`config.mk`:
```
export PLATFORM = sky130hd
export DESIGN_NAME = uart_cmd_parser
export DESIGN_NICKNAME = d
export VERILOG_FILES = /design/src/rtl/uart_cmd_parser.sv
export SDC_FILE = /design/constraint.sdc
export NUM_CORES = 1
export LEC_CHECK = 0
export ABC_AREA = 1
export CAP_MARGIN = 15
export CORE_MARGIN = 5
export CORE_UTILIZATION = 50
export CTS_BUF_LIST = sky130_fd_sc_hd__clkbuf_8
export DETAILED_ROUTE_END_ITERATION = 10
export HOLD_SLACK_MARGIN = 0.15
export PLACE_DENSITY = 0.76
export SLEW_MARGIN = 20
export SYNTH_ARGS = -nofsm -noshare
export SYNTH_HDL_FRONTEND = slang
export SYNTH_SLANG_ARGS = --single-unit
```
`constraint.sdc`:
```
create_clock -name clk -period 1.7 [get_ports clk]
set_input_delay 0.17 -clock clk [delete_from_list [all_inputs] [get_ports clk]]
set_output_delay 0.17 -clock clk [all_outputs]
set_load 0.02 [all_outputs]
```
`src/rtl/uart_cmd_parser.sv`:
```
// ASCII command-frame decoder ($<letter>[<hex><hex>]<CR>) fed from the UART RX FIFO.
// Define UART_CMD_ECHO_EN to echo every popped byte into the TX FIFO.
module uart_cmd_parser #(
  parameter int unsigned DATA_W      = 9,
  parameter int unsigned TIMEOUT_CYC = 1_000_000
) (
  input  logic              clk,
  input  logic              rst,
  input  logic              rx_empty,
  input  logic [DATA_W-1:0] rx_data,
  output logic              rx_pop,
  input  logic              tx_full,
  output logic              tx_push,
  output logic [DATA_W-1:0] tx_data,
  output logic              cmd_valid,
  output logic [7:0]        cmd_code,
  output logic [7:0]        cmd_arg,
  output logic              cmd_has_arg,
  output logic              cmd_err,
  output logic [1:0]        err_code
);

  typedef enum logic [2:0] {StIdle, StCmd, StArgHi, StArgLo, StEnd} state_e;

  localparam logic [7:0]  ChDollar = 8'h24;
  localparam logic [7:0]  ChCr     = 8'h0d;
  localparam logic [23:0] TmoLast  = 24'(TIMEOUT_CYC - 1);

  localparam logic [1:0] ErrBad   = 2'd0;
  localparam logic [1:0] ErrFrame = 2'd1;
  localparam logic [1:0] ErrTmo   = 2'd2;
  localparam logic [1:0] ErrSync  = 2'd3;

  state_e      state_q;
  logic [23:0] tmo_cnt_q;
  logic [7:0]  letter_q;
  logic [3:0]  hi_q;
  logic [3:0]  lo_q;

  logic [7:0] rx_byte;
  logic       rx_ferr;
  logic       is_letter;
  logic       hex_ok;
  logic [3:0] hex_val;
  logic       unused_ok;

`ifdef UART_CMD_ECHO_EN
  assign rx_pop  = !rx_empty && !tx_full;
  assign tx_push = rx_pop;
  assign tx_data = {{(DATA_W-8){1'b0}}, rx_data[7:0]};
`else
  assign rx_pop  = !rx_empty;
  assign tx_push = 1'b0;
  assign tx_data = '0;
`endif

  assign unused_ok = ^{tx_full, rx_data};

  assign rx_byte   = rx_data[7:0];
  assign rx_ferr   = rx_data[8];
  assign is_letter = (rx_byte >= 8'h41) && (rx_byte <= 8'h5a);

  always_comb begin
    hex_ok  = 1'b1;
    hex_val = 4'h0;
    if (rx_byte >= 8'h30 && rx_byte <= 8'h39) begin
      hex_val = rx_byte[3:0];
    end else if ((rx_byte >= 8'h41 && rx_byte <= 8'h46) ||
                 (rx_byte >= 8'h61 && rx_byte <= 8'h66)) begin
      hex_val = rx_byte[3:0] + 4'd9;
    end else begin
      hex_ok = 1'b0;
    end
  end

  always_ff @(posedge clk or negedge rst) begin
    if (!rst) begin
      state_q     <= StIdle;
      tmo_cnt_q   <= '0;
      letter_q    <= '0;
      hi_q        <= '0;
      lo_q        <= '0;
      cmd_valid   <= 1'b0;
      cmd_code    <= '0;
      cmd_arg     <= '0;
      cmd_has_arg <= 1'b0;
      cmd_err     <= 1'b0;
      err_code    <= '0;
    end else begin
      cmd_valid <= 1'b0;
      cmd_err   <= 1'b0;
      if (rx_pop) begin
        tmo_cnt_q <= '0;
        if (state_q != StIdle && rx_ferr) begin
          cmd_err  <= 1'b1;
          err_code <= ErrFrame;
          state_q  <= StIdle;
        end else begin
          unique case (state_q)
            StIdle: begin
              if (!rx_ferr && rx_byte == ChDollar) state_q <= StCmd;
            end
            StCmd: begin
              if (is_letter) begin
                letter_q <= rx_byte;
                state_q  <= StArgHi;
              end else if (rx_byte == ChDollar) begin
                cmd_err  <= 1'b1;
                err_code <= ErrSync;
              end else begin
                cmd_err  <= 1'b1;
                err_code <= ErrBad;
                state_q  <= StIdle;
              end
            end
            StArgHi, StArgLo, StEnd: begin
              if (state_q == StArgHi && rx_byte == ChCr) begin
                cmd_valid   <= 1'b1;
                cmd_code    <= letter_q;
                cmd_arg     <= 8'h00;
                cmd_has_arg <= 1'b0;
                state_q     <= StIdle;
              end else if (state_q == StArgHi && hex_ok) begin
                hi_q    <= hex_val;
                state_q <= StArgLo;
              end else if (state_q == StArgLo && hex_ok) begin
                lo_q    <= hex_val;
                state_q <= StEnd;
              end else if (state_q == StEnd && rx_byte == ChCr) begin
                cmd_valid   <= 1'b1;
                cmd_code    <= letter_q;
                cmd_arg     <= {hi_q, lo_q};
                cmd_has_arg <= 1'b1;
                state_q     <= StIdle;
              end else if (rx_byte == ChDollar) begin
                cmd_err  <= 1'b1;
                err_code <= ErrSync;
                state_q  <= StCmd;
              end else begin
                cmd_err  <= 1'b1;
                err_code <= ErrBad;
                state_q  <= StIdle;
              end
            end
            default: state_q <= StIdle;
          endcase
        end
      end else if (state_q == StIdle) begin
        tmo_cnt_q <= '0;
      end else if (tmo_cnt_q >= TmoLast) begin
        cmd_err   <= 1'b1;
        err_code  <= ErrTmo;
        state_q   <= StIdle;
        tmo_cnt_q <= '0;
      end else begin
        tmo_cnt_q <= tmo_cnt_q + 24'd1;
      end
    end
  end

endmodule
```
==> impl_metrics.csv <==
group,metric,value,unit
worst_setup_path,timing.critical_path.to,"err_code[1]$_DFFE_PN0P_",
worst_setup_path,r2r_slack,80,ps
timing,setup_viol,0,
worst_setup_path,crit_buf_inv,0,
status,status,"completed",
detailed_routing,avgViaCountPerCell,5.174,
worst_setup_path,max_stage_delay,400,ps
synth,yosysTopAreaCellShare,0.4852,
layout,insertedDiodeCount,0,
placed_design,place_area,3875,µm²
grt,antenna_found_initial,0,
synth,synth-compound-area-share,0.08378,
power,p_leak,0.002067,µW
grt,grt_overflow,0,
worst_setup_path,arrival,1860,ps
floorplan,die_h,91.25,µm
worst_setup_path,slowest_stage,"dfrtp_1",
worst_setup_path,reg2reg_from,"tmo_cnt_q[0]$_DFF_PN0_",
worst_setup_path,path_cells,"ha_4 -> nand3_2 -> o21ai_2 -> nand3_1 -> nand3_2 -> nor2_4 -> nor2_2 -> nand2_1 -> nand2_1 -> nand2_1",
floorplan,start_util,0.5168,
worst_setup_path,critPathLaunchType,"register",
layout,drive_gt1_frac,0.2531,
synth,synth-simple-area-share,0.2968,
synth,synth_area,3301,µm²
synth,synth-async-reset-ratio,1.000,
worst_setup_path,crit_path_frequent_cell,"nand2_1",
timing,rsz0062_at_grt,"true",
detailed_routing,drtIter0Drc,167,
detailed_routing,antenna_left,0,
synth,ys_ff_latch,64,
floorplan,rows,29,
timing,min_period_over_period,0.9558,
synth,synthFlopType,"dfrtp_1",
synth,synth_cell_type_count,38,
synth,synth_mux_area_frac,0,
synth,synthAdderAreaFrac,0.02274,
clocking,clk_path_buf_depth,2,
clocking,insertion_delay,350,ps
worst_setup_path,crit_start,"tmo_cnt_q[0]$_DFF_PN0_",
synth,avgSynthCellArea,8.231,µm²
worst_hold_path,hp-class,"input pin to register",
timing,clock_skew,12.46,ps
timing,worst_slack,75.11,ps
worst_setup_path,end_kind,"register",
layout,fin_nets,496,
detailed_routing,routed_wl,7.730,mm
clocking,numCtsBuffers,9,
grt,track_usage,0.1794,
worst_setup_path,cpLargestDelayFamily,"simple AND/OR/NAND/NOR gates",
synth,synth_top_family_by_area,"simple AND/OR/NAND/NOR gates",
timing,finalHoldViolations,0,
placed_design,dp.cells,534,
floorplan,core-area,6386,µm²
placed_design,place.gp.congestion,0.8739,
synth,synth_edf_count,0,
synth,syn_inst,401,
clocking,htreeDepth,3,
worst_setup_path,crit_type,"register to register",
detailed_routing,num_vias,2892,
layout,fillCellCount,513,
synth,synth-seq-area-share,0.4852,
clocking,path_clk_slew,80,ps
timing,fmaxAchievable,615.4,MHz
grt,grt_pass1_wl,12.28,mm
clocking,cts_tree,"built",
floorplan,dieArea,8327,µm²
worst_setup_path,cp_max_fo,3,
detailed_routing,wl_per_cell,13.83,µm
worst_setup_path,worstPathRequired,1940,ps
layout,final_cell_area,4315,µm²
clocking,cts.sinks,64,
worst_setup_path,r2r_end,"err_code[1]$_DFFE_PN0P_",
layout,fin_cells,559,
floorplan,ios,45,
grt,grt_max_degree,65,
floorplan,die_x,91.25,µm
job,cap_violations,0,
synth,synth_commonest_cells,"nand2_1 (103), dfrtp_1 (64), nor2_1 (43)",
timing,layout_min_cycle_time,1625,ps
timing,tns,0,ps
worst_setup_path,rr_worst_depth,10,
placed_design,pre_cts_ws,-377.1,ps
placed_design,dpl.hpwl,5.147,mm
detailed_routing,dr.pass1.iters,4,
power,power.density,912.4,nW/µm²
grt,grt_pass1_vias,2687,
detailed_routing,drcViolationCount,0,
synth,synth_area_leaders,"dfrtp_1 (49%), nand2_1 (12%), nor2_1 (4.9%)",
power,irDropWorstVdd,0.0005638,V
worst_setup_path,cp_num_cells,10,
synth,yosysMostFrequentCell,"nand2_1",
synth,yosysWarnings,0,
synth,synth_xor_area_frac,0.02388,
placed_design,port_buffers,33,
layout,area_growth,30.74,%
synth,synth.largest_area_cell,"dfrtp_1",
clocking,clockRootBuffer,"clkbuf_8",
timing,slew_viol_final,0,
==> routing by layer <==
layer / share of wire / track usage / wire length [µm]
met2: 0.49 / 0.2770 / 3819
met5: 0 / 0 / 0
met4: 0.014 / 0.08313 / 106
met3: 0.046 / 0.03884 / 356
met1: 0.45 / 0.2415 / 3449
==> cells in the final DEF, fill, tap and decap left out, types with 6 or more instances in the layout <==
| cell type | n |
|---|---|
| nand2_1 | 99 |
| dfrtp_1 | 60 |
| inv_1 | 37 |
| nor2_1 | 37 |
| clkdlybuf4s50_1 | 29 |
| buf_4 | 29 |
| nand3_1 | 15 |
| conb_1 | 14 |
| nor2_2 | 13 |
| o21ai_1 | 13 |
| inv_2 | 12 |
| o21ai_0 | 11 |
| nand2_2 | 9 |
| clkbuf_8 | 9 |
| nand3_2 | 7 |
| nand4_1 | 6 |
| a21oi_1 | 6 |
| xnor2_1 | 6 |
==> worst min-delay path, stage by stage <==
cell	delay [ps]
dlymetal6s2s_1	200
inv_1	130
o21ai_1	70
==> sequential cells by signal (all words and copies together), names as in the netlist, 2 cells and up <==
signal,count
state_q,3
err_code,2
hi_q,4
tmo_cnt_q,24
cmd_code,8
lo_q,4
letter_q,8
cmd_arg,8
==> worst min-delay path by stage <==
stage	startpoint	endpoint	cells past startpoint
6_report	rx_data[2]	letter_q[2]$_DFFE_PN0P_	3
3_5_place_dp	rst	tmo_cnt_q[5]$_DFF_PN0_	2
2_1_floorplan	rst	cmd_arg[0]$_DFFE_PN0P_	0
3_3_place_gp	rst	tmo_cnt_q[7]$_DFF_PN0_	2
4_1_cts	rst	tmo_cnt_q[3]$_DFF_PN0_	3
5_1_grt	rx_data[0]	letter_q[0]$_DFFE_PN0P_	4
==> per-stage QoR <==
step                total power, µW  hold WS (ps)  utilization
floorplan                      2274        -125.6            -
detailed placement             2550         207.2       0.6068
CTS                            3846         380.4       0.6403
finish                         3937         254.3       0.6757
global placement               2527         202.7       0.6068
global route                   4133         274.9       0.6757
==> power by group <==
group	switching (µW)	internal [µW]	leakage, µW
combinational	546	321	0.00115
clock	628	675	0.0000952
sequential	88.2	1680	0.000818
total	1260	2680	0.00207
==> timing repair <==
item                                    CTS  global route
endpoints found under the setup margin    7            54
gates cloned                              0             1
buffers inserted                          0             7
hold buffers                              1             0
pin swaps                                 0             8
hold endpoints to repair                 64             0
resized for setup                         3            46
==> cell type report <==
class,instances,area [µm²],area share
multi-input combinational,288,1632,0.3781
sequential,64,1607,0.3723
timing repair buffer,65,600.6,0.1392
inverter,49,183.9,0.04262
clock buffer,9,123.9,0.02870
tap,77,96.34,0.02233
clock inverter,7,72.57,0.01682
==> cell families after synthesis <==
kind of cell,after synthesis
xor+xnor,9
other cells,1
buf+inv,63
compound gates,47
fa+ha+maj,6
flops,64
simple gates,211
(Power assumes the default switching activity.)
